===== src/rtl/event_ctrl_pkg.sv =====
// Shared types and constants for the event window controller.
// Holds the FSM state encoding, default widths and fine-index width.
package event_ctrl_pkg;

    typedef enum logic [1:0] {
        ST_IDLE = 2'd0,
        ST_ACQ  = 2'd1,
        ST_OUT  = 2'd2,
        ST_DEAD = 2'd3
    } state_e;

    localparam int DEF_NUM_CHANNELS = 16;
    localparam int DEF_TS_WIDTH     = 32;
    localparam int DEF_LEN_WIDTH    = 8;
    localparam int FINE_W           = 4;
    localparam int ENC_W            = 16;

endpackage


===== src/rtl/lsb_prio_enc16.sv =====
// Lowest-set-bit priority encoder with any / more-than-one detect.
// Ports: mask (in, 16), idx (out, 4), any (out), multi (out).
module lsb_prio_enc16
    import event_ctrl_pkg::*;
(
    input  logic [ENC_W-1:0]  mask,
    output logic [FINE_W-1:0] idx,
    output logic              any,
    output logic              multi
);

    logic found;

    always_comb begin
        idx   = '0;
        found = 1'b0;
        for (int i = 0; i < ENC_W; i++) begin
            if (mask[i] && !found) begin
                idx   = i[FINE_W-1:0];
                found = 1'b1;
            end
        end
    end

    assign any = |mask;

    // Clearing the lowest set bit leaves something only if >1 bit was set.
    assign multi = |(mask & (mask - ENC_W'(1)));

endmodule


===== src/rtl/event_window_ctrl.sv =====
// Trigger / acquisition-window / record-out / dead-time controller.
// Ports: clk, rst_n, enable, valid_in, event_mask1/2 (in);
//        win_len, dead_len (in); capture_en, busy (out);
//        evt_valid/evt_ready handshake, evt_ts, evt_pileup, evt_hi;
//        evt_cnt (accepted records), drop_cnt (ignored triggers).
module event_window_ctrl
    import event_ctrl_pkg::*;
#(
    parameter int NUM_CHANNELS = DEF_NUM_CHANNELS,
    parameter int TS_WIDTH     = DEF_TS_WIDTH,
    parameter int LEN_WIDTH    = DEF_LEN_WIDTH
) (
    input  logic                       clk,
    input  logic                       rst_n,
    input  logic                       enable,
    input  logic                       valid_in,
    input  logic [NUM_CHANNELS-1:0]    event_mask1,
    input  logic [NUM_CHANNELS-1:0]    event_mask2,
    input  logic [LEN_WIDTH-1:0]       win_len,
    input  logic [LEN_WIDTH-1:0]       dead_len,
    output logic                       capture_en,
    output logic                       busy,
    output logic                       evt_valid,
    input  logic                       evt_ready,
    output logic [TS_WIDTH+FINE_W-1:0] evt_ts,
    output logic                       evt_pileup,
    output logic                       evt_hi,
    output logic [31:0]                evt_cnt,
    output logic [15:0]                drop_cnt
);

    localparam logic [LEN_WIDTH-1:0] LEN_ONE = LEN_WIDTH'(1);

    state_e                     state_q, state_d;
    logic [TS_WIDTH-1:0]        coarse_q, coarse_d;
    logic [LEN_WIDTH-1:0]       win_cnt_q, win_cnt_d;
    logic [LEN_WIDTH-1:0]       dead_cnt_q, dead_cnt_d;
    logic [TS_WIDTH+FINE_W-1:0] ts_q, ts_d;
    logic                       pile_q, pile_d;
    logic                       hi_q, hi_d;
    logic                       valid_q, valid_d;
    logic                       cap_q, cap_d;
    logic                       busy_q, busy_d;
    logic [31:0]                evt_cnt_q, evt_cnt_d;
    logic [15:0]                drop_q, drop_d;

    logic [ENC_W-1:0]  mask16;
    logic [FINE_W-1:0] fine_idx;
    logic              enc_any;
    logic              enc_multi;
    logic              hit1;
    logic              hit2;

    // Fine index covers the first 16 samples of the cycle.
    generate
        if (NUM_CHANNELS >= ENC_W) begin : g_trunc
            assign mask16 = event_mask1[ENC_W-1:0];
        end else begin : g_pad
            assign mask16 = {{(ENC_W-NUM_CHANNELS){1'b0}}, event_mask1};
        end
    endgenerate

    lsb_prio_enc16 u_enc (
        .mask  (mask16),
        .idx   (fine_idx),
        .any   (enc_any),
        .multi (enc_multi)
    );

    assign hit1 = valid_in && (|event_mask1);
    assign hit2 = valid_in && (|event_mask2);

    always_comb begin
        state_d    = state_q;
        coarse_d   = coarse_q + TS_WIDTH'(1);
        win_cnt_d  = win_cnt_q;
        dead_cnt_d = dead_cnt_q;
        ts_d       = ts_q;
        pile_d     = pile_q;
        hi_d       = hi_q;
        evt_cnt_d  = evt_cnt_q;
        drop_d     = drop_q;

        unique case (state_q)
            ST_IDLE: begin
                if (enable && hit1) begin
                    state_d   = ST_ACQ;
                    ts_d      = {coarse_q, fine_idx};
                    pile_d    = enc_multi;
                    hi_d      = hit2;
                    win_cnt_d = (win_len == '0) ? LEN_ONE : win_len;
                end
            end
            ST_ACQ: begin
                if (!enable) begin
                    state_d = ST_IDLE;
                end else begin
                    if (hit1) pile_d = 1'b1;
                    if (hit2) hi_d = 1'b1;
                    win_cnt_d = win_cnt_q - LEN_ONE;
                    if (win_cnt_q <= LEN_ONE) state_d = ST_OUT;
                end
            end
            ST_OUT: begin
                if (hit1 && drop_q != 16'hFFFF) drop_d = drop_q + 16'd1;
                if (evt_ready) begin
                    evt_cnt_d = evt_cnt_q + 32'd1;
                    if (dead_len != '0) begin
                        state_d    = ST_DEAD;
                        dead_cnt_d = dead_len;
                    end else begin
                        state_d = ST_IDLE;
                    end
                end
            end
            ST_DEAD: begin
                if (hit1 && drop_q != 16'hFFFF) drop_d = drop_q + 16'd1;
                dead_cnt_d = dead_cnt_q - LEN_ONE;
                if (dead_cnt_q <= LEN_ONE) state_d = ST_IDLE;
            end
            default: state_d = ST_IDLE;
        endcase

        // Status outputs are registered copies of the next state.
        cap_d   = (state_d == ST_ACQ);
        busy_d  = (state_d != ST_IDLE);
        valid_d = (state_d == ST_OUT);
    end

    always_ff @(posedge clk or negedge rst_n) begin
        if (!rst_n) begin
            state_q    <= ST_IDLE;
            coarse_q   <= '0;
            win_cnt_q  <= '0;
            dead_cnt_q <= '0;
            ts_q       <= '0;
            pile_q     <= 1'b0;
            hi_q       <= 1'b0;
            valid_q    <= 1'b0;
            cap_q      <= 1'b0;
            busy_q     <= 1'b0;
            evt_cnt_q  <= '0;
            drop_q     <= '0;
        end else begin
            state_q    <= state_d;
            coarse_q   <= coarse_d;
            win_cnt_q  <= win_cnt_d;
            dead_cnt_q <= dead_cnt_d;
            ts_q       <= ts_d;
            pile_q     <= pile_d;
            hi_q       <= hi_d;
            valid_q    <= valid_d;
            cap_q      <= cap_d;
            busy_q     <= busy_d;
            evt_cnt_q  <= evt_cnt_d;
            drop_q     <= drop_d;
        end
    end

    assign capture_en = cap_q;
    assign busy       = busy_q;
    assign evt_valid  = valid_q;
    assign evt_ts     = ts_q;
    assign evt_pileup = pile_q;
    assign evt_hi     = hi_q;
    assign evt_cnt    = evt_cnt_q;
    assign drop_cnt   = drop_q;

endmodule


===== config.mk =====
export PLATFORM = sky130hd
export DESIGN_NAME = event_window_ctrl
export DESIGN_NICKNAME = d
export VERILOG_FILES = /design/src/rtl/event_ctrl_pkg.sv /design/src/rtl/lsb_prio_enc16.sv /design/src/rtl/event_window_ctrl.sv
export SDC_FILE = /design/constraint.sdc
export NUM_CORES = 1
export LEC_CHECK = 0
export CAP_MARGIN = 30
export CORE_UTILIZATION = 55
export CTS_CLUSTER_SIZE = 10
export DETAILED_ROUTE_END_ITERATION = 16
export GPL_TIMING_DRIVEN = 0
export MAX_ROUTING_LAYER = met4
export PLACE_DENSITY_LB_ADDON = 0.25
export SYNTH_ARGS = -nofsm -noshare
export SYNTH_HDL_FRONTEND = slang
export SYNTH_SLANG_ARGS = --single-unit

===== constraint.sdc =====
create_clock -name clk -period 3.41 [get_ports clk]
set_input_delay 0.682 -clock clk [delete_from_list [all_inputs] [get_ports clk]]
set_output_delay 0.682 -clock clk [all_outputs]
set_load 0.01 [all_outputs]

Word-level counts from Yosys, hierarchy flattened

Cells that the tools add are included.

Eq/ne operators: 12
Add/sub/neg operators: 6
Order comparisons: 2
Reductions and logical operators: 51
Muxes and demuxes: 52
Bitwise operators: 1

Operators with widths:

| cell                                                                  | count |
|---|---|
| 32-bit by 1-bit adder with 32-bit output, second input constant       | 2 |
| 16-bit OR reduction                                                   | 3 |
| 8-bit two-way mux                                                     | 5 |
| 4-bit two-way mux                                                     | 8 |
| 8-bit one-hot mux with 2 select lines                                 | 2 |
| 1-bit two-way mux                                                     | 22 |
| 1-bit logical AND                                                     | 19 |
| 16-bit by 1-bit adder with 16-bit output, second input constant       | 1 |
| 16-bit bitwise AND                                                    | 1 |
| 8-bit by 1-bit <= comparator with 1-bit output, second input constant | 2 |
| 2-bit two-way mux                                                     | 8 |
| 16-bit inequality test, second input constant                         | 1 |
| 16-bit by 1-bit subtractor with 16-bit output, second input constant  | 1 |
| 8-bit by 1-bit subtractor with 8-bit output, second input constant    | 2 |
| 1-bit zero test                                                       | 15 |
| 3-bit two-way mux                                                     | 4 |
| 2-bit inequality test, second input constant                          | 6 |
| 8-bit zero test                                                       | 1 |
| 2-bit one-hot mux with 4 select lines                                 | 1 |
| 4-bit AND reduction                                                   | 2 |
| 8-bit nonzero test                                                    | 1 |
| 2-bit equality test, second input constant                            | 3 |
| 2-bit AND reduction                                                   | 3 |
| 3-bit AND reduction                                                   | 2 |
| 5 further kinds                                                       | 9 |

Bits in registers: 139

Longest topological paths before layout

Gate-level depths: netlist of the first run.

Word-level depth: 46
Mapped depth: 7
Depth with buffers taken out: 7

Modules after synthesis

Synthesis of the first run repeated with hierarchy kept, for this count alone.

Cell total of the unflattened synthesis: 682
Area total of the unflattened synthesis: 6662.6 sq um

By module, submodules not included:

| module            | times used | area an instance (sq um) | cells an instance |
|---|---|---|---|
| event_window_ctrl | 1          | 6309.8                   | 624 |
| lsb_prio_enc16    | 1          | 352.8                    | 58 |

Least setup slack after synthesis of the first run

No wires, ideal clock.

Kind: input -> register
From: input event_mask1[1]
To: register pile_q, in the netlist evt_pileup
Data required time: 3.247 ns
Arrival: 2.311 ns
Path buffers: 0
Stages on the path: 5
Slack: 0.937 ns
Cells stage by stage: or4_4 -> or4_4 -> maj3_2 -> nor4_2 -> a41oi_1

Word-level cells in the longest chain between the ends: 5

RTL lines:

| what                                                                                        | RTL line                                      | text |
|---|---|---|
| start: declaration                                                                          | event_window_ctrl.sv:17                       | `input logic [NUM_CHANNELS-1:0] event_mask1,` |
| 16-bit by 1-bit subtractor with 16-bit output / 16-bit OR reduction (equally long branches) | --                                            |  |
| 16-bit bitwise AND / 1-bit logical AND (equally long branches)                              | lsb_prio_enc16.sv:28, event_window_ctrl.sv:70 |  |
| 16-bit OR reduction / 1-bit logical AND (equally long branches)                             | lsb_prio_enc16.sv:28, event_window_ctrl.sv:86 |  |
| 1-bit two-way mux / 2-bit inequality test (equally long branches)                           | --                                            |  |
| 1-bit one-hot mux with 2 select lines / 4-bit AND reduction (equally long branches)         | --                                            |  |
| end signal: assignment                                                                      | event_window_ctrl.sv:150                      | `pile_q <= pile_d;` |
| end: declaration                                                                            | event_window_ctrl.sv:39                       | `logic pile_q, pile_d;` |

Parallel ways exist; a longest one is shown, timed or not. The select of a mux whose other input is x is not followed.
A chain may end at the register's enable or synchronous reset.

Final worst setup path of the first run

From: input event_mask1[1]
To: register drop_q[1], in the netlist drop_cnt[1]

Word-level cells in the longest chain between the ends: 4

RTL lines:

| what                                 | RTL line                                           | text |
|---|---|---|
| 16-bit OR reduction                  | --                                                 |  |
| 1-bit logical AND                    | event_window_ctrl.sv:70                            | `assign hit1 = valid_in && (\|event_mask1);` |
| 1-bit logical AND                    | event_window_ctrl.sv:105, event_window_ctrl.sv:117 |  |
| 2-bit AND reduction (no source line) | --                                                 |  |
| end signal: assignment               | event_window_ctrl.sv:156                           | `drop_q <= drop_d;` |
| end: declaration                     | event_window_ctrl.sv:45                            | `logic [15:0] drop_q, drop_d;` |

Every way passes these cells.

==> results.json, run 1 <==
{
  "yosys-top-cells-count": "sky130_fd_sc_hd__dfrtp_1 (139), sky130_fd_sc_hd__xnor2_1 (55), sky130_fd_sc_hd__nand2_1 (53), sky130_fd_sc_hd__mux2_2 (32), sky130_fd_sc_hd__nand3_1 (32)",
  "antenna_violation_net_count_after_detailed_routing": 0,
  "achievable-frequency_mhz": 335,
  "synth_top_cell_area_share_pct": 54.1,
  "placement_rows": 39,
  "slew_viol_final": 0,
  "class_of_the_most_critical_hold_timing_path": "input pin to asynchronous set/reset pin",
  "synth_async_sr_flop_share_pct": 100,
  "report.final.setup_viol": 0,
  "path_class": "input pin to register",
  "start_util_pct": 56.3,
  "global_route.usage.total_pct": 27.5,
  "clock_sink_count": 139,
  "placed_cell_area_um2": 8050,
  "setup_repair_after_global_routing_missed_its_margin": "no",
  "cts_root_buf": "sky130_fd_sc_hd__clkbuf_16",
  "min_period_ns": 2.99,
  "clk-insertion-delay-late_ns": 0.42,
  "avgSynthCellArea_um2": 11.0,
  "timing.critical_path.from_type": "input pin",
  "hold_buffer_count_at_cts": 0,
  "synth_cells": 586,
  "synthesis.nets": 646,
  "yosys_register_bits": 139,
  "reg2reg_setup_slack_ns": 1.08,
  "grt_pass1_wl_um": 24500,
  "synth.area.top_cells": "sky130_fd_sc_hd__dfrtp_1 (54%), sky130_fd_sc_hd__xnor2_1 (7.5%), sky130_fd_sc_hd__mux2_2 (5.6%)",
  "cts.path.max_buffers": 2,
  "timing.slew.headroom_pct": 38.9,
  "min_period_over_period_pct": 87.6,
  "grt_start_max_net_pins": 88,
  "fin_tns_setup_ns": 0,
  "seq_area_frac_synth_pct": 54.1,
  "hold_violations": 0,
  "synth_cell_types": 55,
  "htree_levels": 4,
  "antenna_cells_inserted": 0,
  "drt-initial-drc-count": 380,
  "critPathRequiredTime_ns": 3.72,
  "worst_pin_slew_ns": 0.909,
  "layout-drive-gt1-share_pct": 9.87,
  "multi_input_logic_area_um2": 2840,
  "fillCellCount": 796,
  "run_status": "finished, final reports clean",
  "finalWeightedCongestion": 0.907,
  "cp_slowest_stage_delay_ns": 0.59,
  "r2r_start": "drop_cnt[3]",
  "layout.nets": 807,
  "portBuffers": 141,
  "synth_most_common_cell": "sky130_fd_sc_hd__dfrtp_1",
  "core_region_area_um2": 11400,
  "cp_data_arrival_time_ns": 3.30,
  "worstReg2RegEnd": "drop_cnt[1]",
  "reg2regPathDepth": 5,
  "worstPathCellList": "clkdlybuf4s50_1 -> nor4_1 -> a41oi_1 -> o311ai_1 -> buf_2 -> mux2_2",
  "pwr_density_cell_nw_per_um2": 600,
  "die_area_um2": 12100,
  "cts_made_buffers": 17,
  "number_of_global_route_vias_before_repair": 5096,
  "ff_latch_area_um2": 3480,
  "worstSetupEndpointType": "register",
  "fin_skew_ns": 0.00746,
  "postCtsSetupRepairBufs": 0,
  "cts_tree": "yes",
  "cts_resized": 0,
  "grt_remaining_overflow": 0,
  "post-route-cell-area_um2": 8600,
  "floorplan.die.height_um": 110,
  "ys.flop_type": "sky130_fd_sc_hd__dfrtp_1",
  "hpwlAfterDp_um": 10700,
  "ys.warnings.count": 0,
  "critical-path-slowest-cell": "sky130_fd_sc_hd__nor4_1",
  "synth_enable_flop_cells": 0,
  "crit_path_max_fanout": 10,
  "max-cap-violations": 0,
  "routed_via_density": 5.76,
  "detail_route.drc_violations": 0,
  "finalWirelength_um": 15300,
  "cp-startpoint": "event_mask1[1]",
  "dr.pass1.iters": 5,
  "number_of_antenna_violations_at_the_first_check_in_global_routing": 0,
  "dr_total_vias": 5198,
  "design.portCount": 142,
  "area.growth.synth_to_final_pct": 33.7,
  "syn_area_um2": 6430,
  "die_x_um": 110,
  "irDropWorstVdd_mv": 0.549,
  "holdWs_ns": 0.203,
  "clock_slew_seen_by_the_registers_of_the_worst_setup_and_hold_paths_ns": 0.06,
  "wire_per_inst_um": 17.0,
  "power_leakage_nw": 3.69,
  "post-synth-top-area-cell": "sky130_fd_sc_hd__dfrtp_1"
}
-- cell type report --
cell class | count | share of cell area, %
Sequential cell | 139 | 40.4
Clock inverter | 12 | 1.08
Tap cell | 143 | 2.08
Clock buffer | 20 | 5.31
Multi-Input combinational cell | 417 | 33.0
Buffer | 11 | 0.538
Timing Repair Buffer | 142 | 16.7
Inverter | 19 | 0.829
-- logic make-up after synthesis --
family | count (synthesis) | share of synthesized area [%]
AO/OA/AOI/OAI | 80 | 8.36
flip-flops | 139 | 54.1
buffers and inverters | 30 | 1.83
AND/OR/NAND/NOR | 221 | 18.3
adder cells (fa/ha/maj) | 8 | 1.54
XOR/XNOR | 76 | 10.3
multiplexers | 32 | 5.60
-- per-stage QoR --
step	util (%)	power (W)	worst slack, ns	instances
5_1_grt	75.3	0.00545	0.164	903
4_1_cts	75.3	0.00520	0.488	903
3_3_place_gp	70.3	0.00341	-3.74	870
6_report	75.3	0.00516	0.421	903
2_1_floorplan	-	0.00285	0.937	586
3_5_place_dp	70.5	0.00348	0.0432	871
-- cell usage in the layout (no fill, tap or decap), drive strengths merged, types with 2 or more instances in the layout --
cell type,Yosys,routed
or3,4,4
clkbuf,7,27
dfrtp,139,139
o22ai,4,4
clkinv,0,6
nor4,18,18
or4,6,6
nor2b,4,4
nand2,53,53
o211ai,2,2
ha,7,7
a211oi,6,6
o21ai,17,17
and4,13,13
nand2b,4,4
a21oi,15,15
a2bb2oi,2,2
clkdlybuf4s50,0,140
a31oi,6,6
nor2,28,28
and2,9,9
xnor2,55,55
a22oi,5,5
nand3,32,32
xor2,21,21
o22a,2,2
clkinvlp,0,4
mux2,32,32
buf,4,6
a41oi,2,2
nand4,18,18
nor3,20,20
a21o,3,3
and3,8,8
a32o,2,2
inv,19,21
-- how the worst max path moves through the flow --
| stage | to | slack, ns | depth (start not counted) |
|---|---|---|---|
| after CTS | drop_cnt[1] | 0.49 | 6 |
| after floorplan | evt_pileup | 0.94 | 5 |
| after global routing | drop_cnt[1] | 0.16 | 6 |
| after global placement | evt_ts[17] | -3.74 | 1 |
| final | drop_cnt[1] | 0.42 | 6 |
| after detailed placement | drop_cnt[1] | 0.04 | 6 |
-- metal layers --
metal	vias to the layer above	wire length, um	global-route usage, %	share of wire, %
met1	2546	6500	33.5	42
met3	27	929	8.17	6.1
met2	182	7600	43.5	50
li1	2443	-	-	-
met5	-	0	-	0
met4	0	289	10.5	1.9
-- critical path, delay by kind of cell --
family          cells  cell delay [ns]
mux                 1             0.35
simple gates        1             0.59
compound gates      2             0.84
buf+inv             2             0.84
-- report_power, final --
group          internal (W)  leakage (nW)  switching (W)  total [W]
sequential          0.00190          1.83       0.000238    0.00214
clock              0.000973         0.259       0.000725    0.00170
combinational      0.000654          1.60       0.000671    0.00133
-- registers in the layout (all words and copies together) (netlist names) --
signal      flops
capture_en      1
evt_cnt        32
drop_cnt       16
busy            1
win_cnt_q       8
evt_hi          1
state_q         2
evt_ts         36
coarse_q       32
evt_pileup      1
evt_valid       1
dead_cnt_q      8
Power figures use the tool's default switching activity.
==> run 2, diff against run 1 <==
--- a/config.mk
+++ b/config.mk
@@ -15,3 +15,4 @@
 export SYNTH_ARGS = -nofsm -noshare
 export SYNTH_HDL_FRONTEND = slang
 export SYNTH_SLANG_ARGS = --single-unit
+export TNS_END_PERCENT = 10
==> constraint.sdc (replaced) <==
create_clock -name clk -period 3.41 [get_ports clk]
set_input_delay 0.682 -clock clk [delete_from_list [all_inputs] [get_ports clk]]
set_output_delay 0.682 -clock clk [all_outputs]
set_load 0.02 [all_outputs]
==> results of run 2 <==
The final DEF is identical to that of run 1. Status: finished, final reports clean.
Main changes from that run: total power 0.00516 W -> 0.00528 W; worst IR drop on VDD 0.549 mV -> 0.551 mV
==> run 3, diff against run 2 <==
--- a/config.mk
+++ b/config.mk
@@ -5,7 +5,6 @@
 export SDC_FILE = /design/constraint.sdc
 export NUM_CORES = 1
 export LEC_CHECK = 0
-export CAP_MARGIN = 30
 export CORE_UTILIZATION = 55
 export CTS_CLUSTER_SIZE = 10
 export DETAILED_ROUTE_END_ITERATION = 16
==> results.json, run 3 (synthesis results as in run 1) <==
{
  "run_status": "finished, final reports clean",
  "path_class": "input pin to register",
  "critical-path-top-delay-family": "buffers and inverters",
  "setup_repair_after_global_routing_missed_its_margin": "no",
  "hpwlAfterDp_um": 10700,
  "die_x_um": 110,
  "placement_rows": 39,
  "fin_skew_ns": 0.00746,
  "routed_via_density": 5.76,
  "number_of_global_route_vias_before_repair": 5096,
  "cts_made_buffers": 17,
  "hold_buffer_count_at_cts": 0,
  "fillCellCount": 796,
  "grt_pass1_wl_um": 24500,
  "report.final.setup_viol": 0,
  "power_leakage_nw": 3.69,
  "timing.critical_path.from_type": "input pin",
  "min_period_over_period_pct": 87.6,
  "class_of_the_most_critical_hold_timing_path": "input pin to asynchronous set/reset pin",
  "grt_start_max_net_pins": 88,
  "min_period_ns": 2.99,
  "ff_latch_area_um2": 3480,
  "cp_data_arrival_time_ns": 3.30,
  "drt-initial-drc-count": 380,
  "worst_pin_slew_ns": 0.909,
  "largest_register_ff_count": 36,
  "number_of_antenna_violations_at_the_first_check_in_global_routing": 0,
  "finalWeightedCongestion": 0.907,
  "most-common-layout-cells": "sky130_fd_sc_hd__clkdlybuf4s50_1 (140), sky130_fd_sc_hd__dfrtp_1 (139), sky130_fd_sc_hd__xnor2_1 (55), sky130_fd_sc_hd__nand2_1 (53)",
  "timing.slew.headroom_pct": 38.9,
  "holdWs_ns": 0.203,
  "clock_sink_count": 139,
  "r2r_start": "drop_cnt[3]",
  "reg2regPathDepth": 5,
  "start_util_pct": 56.3,
  "worstPathCellList": "clkdlybuf4s50_1 -> nor4_1 -> a41oi_1 -> o311ai_1 -> buf_2 -> mux2_2",
  "cts.path.max_buffers": 2,
  "dr_total_vias": 5198,
  "die_area_um2": 12100,
  "worstReg2RegEnd": "drop_cnt[1]",
  "max-cap-violations": 0,
  "antenna_violation_net_count_after_detailed_routing": 0,
  "mostFrequentLayoutCell": "sky130_fd_sc_hd__clkdlybuf4s50_1",
  "detail_route.drc_violations": 0,
  "clock_slew_seen_by_the_registers_of_the_worst_setup_and_hold_paths_ns": 0.06,
  "area.growth.synth_to_final_pct": 33.7,
  "layout.nets": 807,
  "hold_violations": 0,
  "core_region_area_um2": 11400,
  "htree_levels": 4,
  "design.portCount": 142,
  "crit_path_max_fanout": 10,
  "slew_viol_final": 0,
  "achievable-frequency_mhz": 335,
  "cts_resized": 0,
  "multi_input_logic_area_um2": 2840,
  "layout-drive-gt1-share_pct": 9.87,
  "antenna_cells_inserted": 0,
  "reg2reg_setup_slack_ns": 1.08,
  "pwr_density_cell_nw_per_um2": 613,
  "irDropWorstVdd_mv": 0.551,
  "worstSetupEndpointType": "register",
  "dr.pass1.iters": 5,
  "cp_slowest_stage_delay_ns": 0.59,
  "critical-path-slowest-cell": "sky130_fd_sc_hd__nor4_1",
  "wire_per_inst_um": 17.0,
  "floorplan.die.height_um": 110,
  "finish.utilization_pct": 75.3,
  "finalWirelength_um": 15300,
  "global_route.usage.total_pct": 27.5,
  "cts_tree": "yes",
  "portBuffers": 141,
  "grt_remaining_overflow": 0,
  "postCtsSetupRepairBufs": 0,
  "clk-insertion-delay-late_ns": 0.42,
  "critPathRequiredTime_ns": 3.72,
  "cts_root_buf": "sky130_fd_sc_hd__clkbuf_16",
  "worstPathBufferInverterCount": 2
}
==> run 3: cell counts in the layout (fill, tap and decap cells not counted) <==
No cell type changed its count.
==> run 3: per-stage QoR <==
step	cell area, um^2	std cells	total power [W]	setup slack [ns]	TNS [ns]
final	8600	903	0.00528	0.421	0
after global routing	8600	903	0.00556	0.164	0
after CTS	8600	903	0.00531	0.488	0
after detailed placement	8050	871	0.00359	0.0432	0
after global placement	8020	870	0.00352	-3.74	-518.47
after floorplan	6430	586	0.00296	0.937	0
==> run 3: worst max-delay path by stage <==
stage,start,to,slack (ns),depth (start not counted)
global route,event_mask1[0],drop_cnt[1],0.16,6
global placement,rst_n,evt_ts[17],-3.74,1
finish,event_mask1[1],drop_cnt[1],0.42,6
detailed placement,event_mask1[1],drop_cnt[1],0.04,6
floorplan,event_mask1[1],evt_pileup,0.94,5
CTS,event_mask1[1],drop_cnt[1],0.49,6
==> run 3: final cells by class <==
class / instances / share of cell area [%]
buffer: 11 / 0.538
clock buffer: 20 / 5.31
clock inverter: 12 / 1.08
inverter: 19 / 0.829
multi-input combinational: 417 / 33.0
sequential: 139 / 40.4
tap: 143 / 2.08
timing repair buffer: 142 / 16.7
==> run 3: metal layers <==
| layer | global-route usage, % | part of all wire, % |
|---|---|---|
| met2 | 43.5 | 50 |
| met1 | 33.5 | 42 |
| met4 | 10.5 | 1.9 |
| met5 | - | 0 |
| met3 | 8.17 | 6.1 |
==> run 3: power breakdown <==
group / switching, W / total (W) / internal [W]
Combinational: 0.000782 / 0.00144 / 0.000655
Clock: 0.000725 / 0.00170 / 0.000973
Sequential: 0.000238 / 0.00214 / 0.00190
Total: 0.00174 / 0.00528 / 0.00353
